$ cat src/rtl/apb_master_bridge.sv
// Host command (valid/ready, single-cycle response) to APB3/APB4 master bridge; one transfer in flight.
// Optional ACCESS wait timeout is enabled by defining APB_MASTER_TIMEOUT_EN.
module apb_master_bridge #(
    parameter int ADDWIDTH       = 8,
    parameter int DATAWIDTH      = 32,
    parameter int RDATA_LAT      = 1,
    parameter int TIMEOUT_CYCLES = 16
) (
    input  logic                   PCLK,
    input  logic                   PRESET,
    input  logic                   cmd_valid,
    output logic                   cmd_ready,
    input  logic                   cmd_write,
    input  logic [ADDWIDTH-1:0]    cmd_addr,
    input  logic [DATAWIDTH-1:0]   cmd_wdata,
    input  logic [DATAWIDTH/8-1:0] cmd_strb,
    output logic                   rsp_valid,
    output logic [DATAWIDTH-1:0]   rsp_rdata,
    output logic                   rsp_err,
    output logic                   PSEL,
    output logic                   PENABLE,
    output logic                   PWRITE,
    output logic [ADDWIDTH-1:0]    PADDR,
    output logic [DATAWIDTH-1:0]   PWDATA,
    output logic [DATAWIDTH/8-1:0] PSTRB,
    input  logic                   PREADY,
    input  logic [DATAWIDTH-1:0]   PRDATA
);

    typedef enum logic [1:0] {IDLE, SETUP, ACCESS, RDWAIT} state_t;

    state_t                 state, state_n;
    logic                   psel_n, penable_n, pwrite_n, rsp_valid_n, rsp_err_n;
    logic [ADDWIDTH-1:0]    paddr_n;
    logic [DATAWIDTH-1:0]   pwdata_n, rsp_rdata_n;
    logic [DATAWIDTH/8-1:0] pstrb_n;
    logic                   timeout_hit;

    // Held low through reset so the host never sees a ready before release.
    assign cmd_ready = (state == IDLE) && !PRESET;

`ifdef APB_MASTER_TIMEOUT_EN
    localparam int CNTW = $clog2(TIMEOUT_CYCLES + 1);
    logic [CNTW-1:0] wait_cnt;

    always_ff @(posedge PCLK or posedge PRESET) begin
        if (PRESET)
            wait_cnt <= '0;
        else if (state == SETUP)
            wait_cnt <= '0;
        else if (state == ACCESS && !PREADY)
            wait_cnt <= wait_cnt + 1'b1;
    end

    // Fires on the TIMEOUT_CYCLES-th consecutive ACCESS cycle with PREADY low.
    assign timeout_hit = (state == ACCESS) && !PREADY &&
                         (wait_cnt == CNTW'(TIMEOUT_CYCLES - 1));
`else
    // Timeout logic compiled out; this is false for any legal TIMEOUT_CYCLES.
    assign timeout_hit = (TIMEOUT_CYCLES < 0);
`endif

    always_ff @(posedge PCLK or posedge PRESET) begin
        if (PRESET) begin
            state     <= IDLE;
            PSEL      <= 1'b0;
            PENABLE   <= 1'b0;
            PWRITE    <= 1'b0;
            PADDR     <= '0;
            PWDATA    <= '0;
            PSTRB     <= '0;
            rsp_valid <= 1'b0;
            rsp_rdata <= '0;
            rsp_err   <= 1'b0;
        end else begin
            state     <= state_n;
            PSEL      <= psel_n;
            PENABLE   <= penable_n;
            PWRITE    <= pwrite_n;
            PADDR     <= paddr_n;
            PWDATA    <= pwdata_n;
            PSTRB     <= pstrb_n;
            rsp_valid <= rsp_valid_n;
            rsp_rdata <= rsp_rdata_n;
            rsp_err   <= rsp_err_n;
        end
    end

    always_comb begin
        state_n     = state;
        psel_n      = PSEL;
        penable_n   = PENABLE;
        pwrite_n    = PWRITE;
        paddr_n     = PADDR;
        pwdata_n    = PWDATA;
        pstrb_n     = PSTRB;
        rsp_valid_n = 1'b0;
        rsp_rdata_n = rsp_rdata;
        rsp_err_n   = rsp_err;
        case (state)
            IDLE: begin
                if (cmd_valid) begin
                    paddr_n  = cmd_addr;
                    pwrite_n = cmd_write;
                    pwdata_n = cmd_wdata;
                    pstrb_n  = cmd_write ? cmd_strb : '0;
                    psel_n   = 1'b1;
                    state_n  = SETUP;
                end
            end
            SETUP: begin
                penable_n = 1'b1;
                state_n   = ACCESS;
            end
            ACCESS: begin
                if (PREADY) begin
                    psel_n    = 1'b0;
                    penable_n = 1'b0;
                    if (PWRITE || RDATA_LAT == 0) begin
                        rsp_valid_n = 1'b1;
                        rsp_err_n   = 1'b0;
                        rsp_rdata_n = PWRITE ? '0 : PRDATA;
                        state_n     = IDLE;
                    end else begin
                        state_n = RDWAIT;
                    end
                end else if (timeout_hit) begin
                    psel_n      = 1'b0;
                    penable_n   = 1'b0;
                    rsp_valid_n = 1'b1;
                    rsp_err_n   = 1'b1;
                    rsp_rdata_n = '0;
                    state_n     = IDLE;
                end
            end
            RDWAIT: begin
                // Registered-PRDATA slave presents read data one cycle after completion.
                rsp_valid_n = 1'b1;
                rsp_err_n   = 1'b0;
                rsp_rdata_n = PRDATA;
                state_n     = IDLE;
            end
            default: state_n = IDLE;
        endcase
    end

endmodule

$ cat config.mk
export PLATFORM = sky130hd
export DESIGN_NAME = apb_master_bridge
export DESIGN_NICKNAME = d
export VERILOG_FILES = /design/src/rtl/apb_master_bridge.sv
export SDC_FILE = /design/constraint.sdc
export NUM_CORES = 1
export LEC_CHECK = 0
export CORE_AREA = 4 4 82 103
export CTS_CLUSTER_SIZE = 20
export DETAILED_ROUTE_END_ITERATION = 7
export DIE_AREA = 0 0 86 107
export HOLD_SLACK_MARGIN = 0.12
export PLACE_DENSITY = 0.95
export SETUP_SLACK_MARGIN = 0.02
export SYNTH_ARGS = -nofsm -noshare
export SYNTH_HDL_FRONTEND = slang
export SYNTH_SLANG_ARGS = --single-unit
export TNS_END_PERCENT = 100
$ cat constraint.sdc
create_clock -name PCLK -period 6.55 [get_ports PCLK]
set_clock_uncertainty 0.2 [all_clocks]
set_input_delay 1.31 -clock PCLK [delete_from_list [all_inputs] [get_ports PCLK]]
set_output_delay 1.31 -clock PCLK [all_outputs]
set_load 0.05 [all_outputs]
# Yosys cells after proc, flatten, opt, wreduce, memory -nomap -nowiden
# Index checks and enable logic that the tools add are counted.
dict set report word_totals {
  elab_cells 45
  reg_bits 83
  output_inout_bits 82
}
dict set report op_classes {
  eq_ne 6
  reduce_logical 11
  n_mux 18
}
# op n
set op_table {}
lappend op_table {{32-bit two-way mux} 2}
lappend op_table {{32-bit one-hot mux with 2 select lines} 1}
lappend op_table {{1-bit one-hot mux with 2 select lines} 4}
lappend op_table {{2-bit one-hot mux with 4 select lines} 1}
lappend op_table {{1-bit two-way mux} 6}
lappend op_table {{2-bit two-way mux} 3}
lappend op_table {{2-bit inequality test (second input constant)} 3}
lappend op_table {{2-bit AND reduction} 3}
lappend op_table {{3-bit AND reduction} 2}
lappend op_table {{2-bit nonzero test} 3}
lappend op_table {{2-bit == test (second input constant)} 2}
lappend op_table {{4-bit two-way mux} 1}
lappend op_table {{2-bit by 1-bit == test with 1-bit output (second input constant)} 1}
lappend op_table {{2-bit logical NOT} 1}
lappend op_table {{1-bit logical AND} 1}
lappend op_table {{1-bit logical NOT} 1}

# Depth between registers and ports, before layout
# Gate-level depths: netlist of run 1.
dict set report logic_depth {
  ltp_word 3
  ltp_mapped 5
  ltp_nobuf 3
}

# Least setup slack after synthesis of run 1
# OpenSTA, ideal clock, no wires.
dict set report synth_timing {
  path_type {input-to-output}
  from {input port PRESET}
  to {output port cmd_ready}
  path_stages 1
  arrival_time_ps 2355
  path_buffers 0
  slack_ps 2685
  cell_sequence {nor3_1}
}
dict set report synth_via {
  elab_chain_len 2
}
# item line_no
set synth_rtl {}
lappend synth_rtl {{from (decl)} 10} ;# input logic PRESET,
lappend synth_rtl {{1-bit logical NOT (no source line)} -}
lappend synth_rtl {{1-bit logical AND} 40} ;# assign cmd_ready = (state == IDLE) && !PRESET;
lappend synth_rtl {{to (decl)} 12} ;# output logic cmd_ready,
# Every way passes these cells.

# Worst setup path in the final report of run 1
# Ends and elaborated chain as after synthesis.

==> results of run 1 <==
## kinds of logic (layout without fill, tap and decap cells)
group,Yosys count,in the layout,synth area share (%)
compound gates,44,44,11.9
buf+inv,24,188,6.04
flops,82,82,64.7
mux,41,41,14.8
other cells,1,1,0.118
simple gates,12,12,2.41
## metal layers
metal | wire [um] | vias to the layer above | track usage, %
li1 | - | 1040 | -
met1 | 2910 | 1096 | 20.1
met2 | 4230 | 98 | 30.2
met3 | 642 | 11 | 5.53
met4 | 136 | 0 | 6.22
met5 | 0 | - | 0
## cells in the final DEF (no fill, tap or decap), types with 4 or more instances in the layout
| master | count |
|---|---|
| dfrtp_1 | 82 |
| inv_1 | 7 |
| a22o_1 | 7 |
| a22o_2 | 25 |
| clkbuf_8 | 9 |
| o21ai_0 | 7 |
| nand3_1 | 5 |
| clkdlybuf4s50_1 | 161 |
| a21oi_1 | 4 |
| mux2_2 | 39 |
## how the worst max path moves through the flow
stage,slack [ns],end,startpoint
final,2.26,cmd_ready,PRESET
after global routing,2.19,cmd_ready,PRESET
after CTS,2.26,cmd_ready,PRESET
after detailed placement,2.26,cmd_ready,PRESET
after global placement,2.25,cmd_ready,PRESET
after floorplan,2.69,cmd_ready,PRESET
## per-stage QoR
stage,instance area [um^2],util [%],power [mW],instances
2_1_floorplan,3170,-,2.11,204
3_3_place_gp,4750,64.2,2.63,444
3_5_place_dp,4750,64.2,2.68,444
4_1_cts,4920,66.5,3.00,460
5_1_grt,4920,66.5,3.11,460
6_report,4920,66.5,2.97,460
## flip-flops by register name, indices dropped and copies added, names as in the netlist
signal	count
PSEL	1
PADDR	8
rsp_rdata	32
PWRITE	1
rsp_valid	1
PENABLE	1
PSTRB	4
state	2
PWDATA	32
## worst max-delay path, cell delays in order
cell,delay (ns)
clkdlybuf4s50_1,0.43
nor3_1,0.16
clkdlybuf4s50_1,0.87
## Yosys cell counts
cell type / number / area, um^2
dfrtp_1: 82 / 2050
and2_1: 1 / 6.26
a22o_2: 25 / 250
mux2_4: 2 / 30.0
a21bo_1: 1 / 10.0
inv_1: 8 / 30.0
buf_2: 1 / 5.00
clkbuf_8: 1 / 13.8
nor3_1: 1 / 5.00
a21oi_1: 4 / 20.0
nand3_1: 5 / 25.0
clkbuf_4: 1 / 7.51
buf_8: 3 / 45.0
nand3b_1: 1 / 7.51
mux2_2: 39 / 439
a22o_1: 7 / 61.3
nor3b_4: 1 / 18.8
nand2_1: 2 / 7.51
inv_2: 1 / 3.75
nand2b_1: 1 / 6.26
o21ai_0: 7 / 35.0
conb_1: 1 / 3.75
buf_6: 5 / 56.3
buf_4: 4 / 30.0
## final cells by class
type                    instances  area (um^2)
clock buffers                  12          135
clock inverters                 4         28.8
fillers                       576         2480
inverters                       9         35.0
multi-input cells              98          926
flip-flops and latches         82         2050
well taps                      92          115
repair buffers                163         1630
## power by group through the flow
stage,sequential [mW],clock (mW),combinational [mW]
final,0.878,0.309,1.78
after global routing,0.912,0.344,1.85
after CTS,0.881,0.320,1.80
after detailed placement,0.888,0,1.79
after global placement,0.871,0,1.76
after floorplan,1.68,0,0.430
==> results.md, run 1 <==
* Status: completed
* Layout cells sized above 1 at 22.8%
* Final setup TNS at 0 ns
* Final worst-path setup slack at 2.26 ns
* Final Hold Vio Count at 0
* Synthesis Warnings at 0
* Post-DR wirelength/cell at 17.2 um
* DP HPWL at 5860 um
* Post-CTS Setup Repair Bufs at 0
* CTS Buf Count at 9
* CTS clk-pin slew, worst paths at 0.07 ns
* Initial DRC Count at 64
* Initial antenna violation count at 0
* Reg2reg path depth at 2
* Core ar. at 0.00740 mm^2
* Least-Margin Pin Slew at 1.11 ns
* Tightest Hold Check Type: reg2reg
* Reg2reg end: rsp_rdata[12]
* Worst slack, placed at 2.26 ns
* Netlist cell types at 24
* Vias in the first global route at 2405
* Die Wd at 86 um
* CTS Sinks at 82
* Critical path launch point type: primary input
* Register area share after synthesis at 64.7%
* Syn Nets at 285
* CTS max path bufs at 2
* Setup violators final at 0
* Critical Path AT at 2.78 ns
* CTS tree: done
* HP Start: rsp_rdata[21]
* Combinational share of power at 59.9%
* Switching pwr at 1.42 mW
* Fmax at 0.233 GHz
* Final ANT Viol Nets at 0
* Power share of the clock group at 10.4%
* Crit Path Class: in2out
* Post-Synthesis Cells at 204
* Int Power at 1.54 mW
* WP data required at 5.04 ns
* PortBufs at 161
* H-tree depth at 3
* Switching fraction of total power at 48.0%
* P per Cell Area at 603 mW/mm^2
* Post-synthesis area per instance at 15.5 um^2
* Hold path cells at 1
* Initial core utilization at 42.8%
* Fin crit share at 65.4%
* Ports at 163
* Overall routed net length at 7910 um
* Routed via count at 2245
* GRT overflow at 0
* Resized Gates After CTS at 0
* Global-route wire length before repair at 12400 um
* Vert. Die Dim at 107 um
* RD Place Congestion at 0.712
* Worst hold endpoint: rsp_rdata[21]
* Pleak at 2.11 nW
* Sequential share of power at 29.6%
* Residual DRC at 0
* Antenna Cells at 0
* CTS Root Cell: clkbuf_8
* Relative slew slack at 26.2%
* RSZ-0062 raised after global routing: no
* Largest net degree at the start of global routing at 54
* Clk_lat worst skew at 0.33 ns
* Layout area overhead at 55.2%
* GRT Total Usage at 17.4%
* Endpoint type of the worst setup path: output pin
* Row count at 35
* Fin crit period at 4.29 ns
* Final Net Count at 444
* Final hold slack at 0.306 ns
* Reg-to-reg slack, setup at 4.51 ns
* Drt pass-1 iters at 4
* Cts hold-fix bufs at 0
* Final Max Tran Viols at 0
* Worst reg2reg startpoint: state[1]
* DR vias/cell at 4.88
* Synth Cell Area at 0.00317 mm^2
* Full die area at 0.00920 mm^2
* VDD IR max at 0.369 mV
* Max Cap Viol at 0
* Maximum fanout along the worst path at 2
* FF+latch count, synth at 82
Power figures use the tool's default switching activity.
==> inputs of run 2 (changes only) <==
CORE_AREA = 4 4 89 112   (was 4 4 82 103)
DIE_AREA = 0 0 93 116   (was 0 0 86 107)
PLACE_DENSITY = 0.86   (was 0.95)
clock period = 3.6 ns   (was 6.55 ns; I/O delays follow)
==> results.md, run 2 (synthesized netlist as in run 1, its figures left out) <==
* Fin crit period at 3.08 ns
* Status: completed
* Final worst-path setup slack at 0.518 ns
* Layout cells sized above 1 at 24.1%
* WP data required at 2.68 ns
* Fin crit share at 85.6%
* Die Wd at 93 um
* Commonest cells after routing, fill and taps aside: 161 x clkdlybuf4s50_1, 82 x dfrtp_1, 39 x mux2_2
* Initial antenna violation count at 0
* RD Place Congestion at 0.732
* Placed Area at 0.00481 mm^2
* Pleak at 2.20 nW
* CTS Buf Count at 9
* RSZ-0062 raised after global routing: no
* Setup violators final at 0
* Tightest Hold Check Type: reg2reg
* Least-Margin Pin Slew at 1.18 ns
* Filler Cells Inserted at 763
* Antenna Cells at 0
* H-tree depth at 3
* Final Max Tran Viols at 0
* Core ar. at 0.00898 mm^2
* Critical Path AT at 2.16 ns
* Final ANT Viol Nets at 0
* GRT Total Usage at 15.1%
* Most common cell after layout, fill and taps aside: clkdlybuf4s50_1
* Switching pwr at 2.62 mW
* Overall routed net length at 7890 um
* Switching fraction of total power at 45.2%
* Global-route wire length before repair at 12700 um
* Int Power at 3.19 mW
* DR vias/cell at 4.65
* Ports at 163
* Largest net degree at the start of global routing at 50
* Cts hold-fix bufs at 0
* P per Cell Area at 1130 mW/mm^2
* Largest registers: PWDATA (32), rsp_rdata (32), PADDR (8)
* PortBufs at 161
* VDD IR max at 0.582 mV
* Relative slew slack at 21.3%
* CTS Sinks at 82
* Worst slack, placed at 0.517 ns
* DP HPWL at 5820 um
* Row count at 39
* Full die area at 0.0108 mm^2
* CTS clk-pin slew, worst paths at 0.06 ns
* Combinational share of power at 55.6%
* Vert. Die Dim at 116 um
* CTS tree: done
* Power, Total at 5.81 mW
* CTS Root Cell: clkbuf_16
* Initial DRC Count at 77
* Fmax at 0.324 GHz
* Final Net Count at 446
* Final hold slack at 0.299 ns
* Drt pass-1 iters at 4
* Clk_lat worst skew at 0.33 ns
* CTS max path bufs at 2
* Final Hold Vio Count at 0
* Placed Cells at 477
* Post-CTS Setup Repair Bufs at 0
* Initial core utilization at 35.3%
* Power share of the clock group at 16.9%
* Endpoint type of the worst setup path: output pin
* Post-DR wirelength/cell at 16.0 um
* Max Cap Viol at 0
* Final core occ at 57.2%
* Design area at 0.00514 mm^2
* Vias in the first global route at 2511
* Layout area overhead at 62.1%
* Maximum fanout along the worst path at 2
* Residual DRC at 0
* Critical path launch point type: primary input
* Routed via count at 2291
* GRT overflow at 0
* Crit Path Class: in2out
* Resized Gates After CTS at 0
* Non-filler cells, final at 493
* Final setup TNS at 0 ns
* Sequential share of power at 27.5%
## run 2: cell types whose count changed in the layout (fill, tap and decap cells not counted), sizes merged
cell,delta
clkinv,+1
clkinvlp,-1
clkbuf,-2
buf,+2
bufinv,+2
## run 2: worst paths after layout
| path | startpoint | end | slack (ns) | cells after the start |
|---|---|---|---|---|
| worst max-delay path | PRESET | cmd_ready | 0.52 | 3 |
| worst min-delay path | rsp_rdata[12] | rsp_rdata[12] | 0.30 | 1 |
| worst max register to register | state[1] | rsp_rdata[0] | 1.50 | 2 |
| worst min register to register | rsp_rdata[12] | rsp_rdata[12] | 0.30 | 1 |
| max in group asynchronous | PRESET | PADDR[1] | 1.97 | 3 |
| min in group asynchronous | PRESET | PWDATA[2] | 0.50 | 2 |
## run 2: final cells by class
class | count | area [um^2] | area share [%]
Tap cell | 123 | 154 | 3.00
Timing Repair Buffer | 165 | 1640 | 32.0
Clock inverter | 6 | 90.1 | 1.75
Clock buffer | 10 | 239 | 4.65
Multi-Input combinational cell | 98 | 926 | 18.0
Sequential cell | 82 | 2050 | 39.9
Inverter | 9 | 35.0 | 0.682
## run 2: worst max-delay path, cell delays in order
cell	delay [ns]
clkdlybuf4s50_1	0.43
nor3_1	0.17
clkdlybuf4s50_1	0.84
## run 2: layer usage
layer	wire (um)	global-route usage, %	vias up
met2	4090	25.1	100
met3	619	4.48	10
li1	-	-	1050
met4	106	7.04	0
met1	3070	18.0	1131
met5	0	0	-
## run 2: power by group through the flow
stage | clock network, mW | logic (mW) | registers, mW
CTS | 1.01 | 3.27 | 1.61
detailed placement | 0 | 3.26 | 1.62
global placement | 0 | 3.22 | 1.59
global route | 1.05 | 3.38 | 1.67
floorplan | 0 | 0.782 | 3.05
finish | 0.981 | 3.23 | 1.60
==> inputs of run 3 (changes only) <==
CORE_AREA = 4 4 110 139   (was 4 4 89 112)
DIE_AREA = 0 0 114 143   (was 0 0 93 116)
PLACE_DENSITY = 0.63   (was 0.86)
==> results.md, run 3 (synthesized netlist as in run 1, its figures left out) <==
* Status: completed
* Worst path most repeated cell: clkdlybuf4s50_1
* Cells along the critical path: clkdlybuf4s50_1, nor3_1, clkdlybuf4s50_1
* Largest registers: PWDATA (32), rsp_rdata (32), PADDR (8)
* CTS max path bufs at 2
* Most common cell after layout, fill and taps aside: clkdlybuf4s50_1
* GRT Total Usage at 10.1%
* Full die area at 0.0163 mm^2
* Maximum fanout along the worst path at 2
* GRT overflow at 0
* Critical path launch point type: primary input
* Drt pass-1 iters at 4
* Sequential cell area at 0.00205 mm^2
* CTS clk-pin slew, worst paths at 0.06 ns
* Final ANT Viol Nets at 0
* Fin crit share at 85.2%
* CTS Sinks at 82
* Multi-input gate area at 926 um^2
* H-tree depth at 3
* Overall routed net length at 8280 um
* Fin crit period at 3.07 ns
* Vias in the first global route at 2529
* CTS Buf Count at 9
* Placed Area at 0.00488 mm^2
* Setup violators final at 0
* Antenna Cells at 0
* Ports at 163
* Worst path max stage delay at 0.84 ns
* Layout area overhead at 63.0%
* Endpoint type of the worst setup path: output pin
* Row count at 49
* Final Hold Vio Count at 0
* Clk_lat worst skew at 0.32 ns
* Relative slew slack at 18.9%
* Final Net Count at 446
* Initial core utilization at 22.5%
* Placed Cells at 532
* Worst slack, placed at 0.525 ns
* Final hold slack at 0.298 ns
* Non-filler cells, final at 548
* DP HPWL at 6140 um
* Final Max Tran Viols at 0
* Max Cap Viol at 0
* Design area at 0.00517 mm^2
* Residual DRC at 0
* Post-DR wirelength/cell at 15.1 um
* Tightest Hold Check Type: reg2reg
* Fmax at 0.326 GHz
* Critical Path AT at 2.15 ns
* Post-CTS Setup Repair Bufs at 0
* Die Wd at 114 um
* Initial antenna violation count at 0
* VDD IR max at 0.461 mV
* CTS tree: done
* P per Cell Area at 1110 mW/mm^2
* Global-route wire length before repair at 12900 um
* Routed via count at 2269
* Core ar. at 0.0141 mm^2
* Layout cells sized above 1 at 23.2%
* Final setup TNS at 0 ns
* RSZ-0062 raised after global routing: no
* Commonest cells after routing, fill and taps aside: 161 x clkdlybuf4s50_1, 82 x dfrtp_1, 39 x mux2_2
* Resized Gates After CTS at 0
* DR vias/cell at 4.14
* WP data required at 2.68 ns
* PortBufs at 161
* Vert. Die Dim at 143 um
* Final worst-path setup slack at 0.533 ns
* CTS Root Cell: clkbuf_16
* RD Place Congestion at 0.714
* Cts hold-fix bufs at 0
* CP max-delay cell: clkdlybuf4s50_1
* Filler Cells Inserted at 1411
* Least-Margin Pin Slew at 1.22 ns
* Largest net degree at the start of global routing at 50
* Crit Path Class: in2out
* Pleak at 2.17 nW
* Initial DRC Count at 61
[run 3: cell types whose count changed in the layout (fill, tap and decap cells not counted), sizes merged]
cell / delta
clkinvlp: +2
clkinv: -3
bufinv: -1
clkbuf: +2
[run 3: where the power goes]
part	total (mW)	internal (mW)	switching, mW
registers	1.61	1.35	0.253
clock network	0.894	0.538	0.355
logic	3.23	1.21	2.02
total	5.72	3.10	2.63
[run 3: per-layer routing]
metal | track usage, % | vias to the layer above | part of all wire, %
li1 | - | 1055 | -
met1 | 11.1 | 1119 | 38
met2 | 17.5 | 88 | 53
met3 | 4.15 | 7 | 7.7
met4 | 3.75 | 0 | 1.2
met5 | 0 | - | 0
[run 3: stage by stage]
step	power, mW	util (%)
5_1_grt	6.00	36.6
2_1_floorplan	3.83	-
3_5_place_dp	4.88	34.6
4_1_cts	5.82	36.6
6_report	5.72	36.6
3_3_place_gp	4.85	34.6
[run 3: final timing paths]
check / from / slack (ns) / end / depth (start not counted)
max: PRESET / 0.53 / cmd_ready / 3
min in group asynchronous: PRESET / 0.56 / PWDATA[31] / 2
max in group asynchronous: PRESET / 1.91 / PADDR[1] / 3
min: rsp_rdata[31] / 0.30 / rsp_rdata[31] / 1
max reg2reg: state[1] / 1.46 / rsp_rdata[12] / 2
min reg2reg: rsp_rdata[31] / 0.30 / rsp_rdata[31] / 1
[run 3: layout make-up]
| cell class | instances | area share [%] |
|---|---|---|
| Sequential cell | 82 | 39.7 |
| Timing Repair Buffer | 165 | 31.8 |
| Multi-Input combinational cell | 98 | 17.9 |
| Clock buffer | 12 | 4.58 |
| Tap cell | 178 | 4.31 |
| Clock inverter | 4 | 1.02 |
| Inverter | 9 | 0.678 |
[run 3: worst max-delay path: cells and delay by family]
kind	cells	cell delay (ns)
simple gates	1	0.15
buf+inv	2	1.28
==> RTL change, RTL diff (config.mk and constraints of run 3) <==
Set the parameter `ADDWIDTH` to 10 (it was 8).
--- a/src/rtl/apb_master_bridge.sv
+++ b/src/rtl/apb_master_bridge.sv
@@ -3,3 +3,3 @@
 module apb_master_bridge #(
-    parameter int ADDWIDTH       = 8,
+    parameter int ADDWIDTH       = 10,
     parameter int DATAWIDTH      = 32,
Ports: changed (resized PADDR and cmd_addr); port bits go from 163 to 167. No check against the original RTL was run, so the function may have changed too.
==> RTL change against run 3 <==
Total power is 4.2% higher; final area is 2.5% higher; clock power is 17% higher; sequential share of layout area hardly changed; critical path depth is 2 lower; worst setup slack better by 0.58 ns; utilization is 0.91 points higher; area after synthesis is 0.71% higher; sequential cell count is 2 higher; via count is 2.2% higher; fmax is 23% higher; wire length is 7.3% higher; hold slack worse by 0.0079 ns; largest power group unchanged.
==> RTL change: results (changes against run 3) <==
| Metric | Value |
|---|---|
| Maximum VDD drop | `374 uV (was 461 uV)` |
| Num sequential | `84 (was 82)` |
| Largest net degree at the start of global routing | `44 (was 50)` |
| Status | `complete, no violations (unchanged)` |
| Initial drt markers | `57 (was 61)` |
| Global-route wire length before repair | `13900 um (was 12900 um)` |
| ClkCell Share | `6.43% (was 5.59%)` |
| Leakage | `2.23 nW (was 2.17 nW)` |
| Gpl congestion | `0.724 (was 0.714)` |
| Vias post-DR | `2318 (was 2269)` |
| Register area share after synthesis | `65.9% (was 64.7%)` |
| Net count after synthesis | `291 (was 285)` |
| Worst EP arrival | `1.57 ns (was 2.15 ns)` |
| Non-CTS buffers | `168 (was 165)` |
| Library cells used by synthesis | `20 (was 24)` |
| Multi-input logic portion of the cell area | `17.2% (was 17.9%)` |
| Dominant cells by area after synthesis | `dfrtp_1 66%, mux2_2 13%, a22o_1 8.8% (was dfrtp_1 65%, mux2_2 14%, a22o_2 7.9%)` |
| # port buffers | `165 (was 161)` |
| CP max FO | `4 (was 2)` |
| Signal buf overhead | `31.8% (about the same)` |
| Layout cell share with drive strength beyond 1 | `15.7% (was 23.2%)` |
| GR Util All Layers | `10.9% (was 10.1%)` |
| Pre-CTS setup slack | `0.989 ns (was 0.525 ns)` |
| Sequential portion of the cell area | `39.7% (about the same)` |
| Relative slew slack | `15.4% (was 18.9%)` |
| Inverters | `9 (unchanged)` |
| Top flop regs | `PWDATA x32, rsp_rdata x32, PADDR x10 (was PWDATA x32, rsp_rdata x32, PADDR x8)` |
| Clock buf count | `11 (was 12)` |
| CTS buffer count | `9 (unchanged)` |
| Vias in the first global route | `2555 (was 2529)` |
| Multi-In Gates | `100 (was 98)` |
| Detailed Route WL | `8890 um (was 8280 um)` |
## RTL change: per-layer routing
| layer | track usage, % | wire (um) | up-vias | share of wire, % |
|---|---|---|---|---|
| li1 | - | - | 1067 | - |
| met2 | 18.6 | 4710 | 83 | 53 |
| met4 | 4.32 | 179 | 0 | 2.0 |
| met5 | 0 | 0 | - | 0 |
| met3 | 3.98 | 631 | 12 | 7.1 |
| met1 | 12.5 | 3370 | 1156 | 38 |
## RTL change: worst paths after layout
path,startpoint,to,slack [ns]
min in group asynchronous,PRESET,PSTRB[0],0.67
setup / recovery,PWRITE,PWRITE,1.11
hold reg to reg,PADDR[3],PADDR[3],0.29
max in group asynchronous,PRESET,PADDR[0],1.85
hold / removal,PADDR[3],PADDR[3],0.29
setup reg to reg,state[1],rsp_rdata[30],1.45
## RTL change: power by group
group	switching (mW)	total (mW)	internal [mW]
Clock	0.356	1.05	0.693
Sequential	0.251	1.64	1.39
Combinational	2.09	3.28	1.19
## RTL change: cells by family (layout without fill, tap and decap cells)
| logic type | Yosys count | count (layout) | share of synthesized area [%] |
|---|---|---|---|
| and+or+nand+nor | 12 | 12 | 2.39 |
| AOI/OAI and AO/OA | 44 | 44 | 10.8 |
| muxes | 43 | 43 | 15.2 |
| DFF | 84 | 84 | 65.9 |
| buffers and inverters | 24 | 192 | 5.64 |
| other | 1 | 1 | 0.117 |
## RTL change: per-stage QoR
stage	hold WS (ns)	area, um2	instances	utilization (%)
after global placement	0.269	4950	539	35.1
after CTS	0.296	5290	554	37.5
after global routing	0.312	5290	554	37.5
final	0.290	5290	554	37.5
after floorplan	0.345	3190	208	-
after detailed placement	0.280	4950	539	35.1
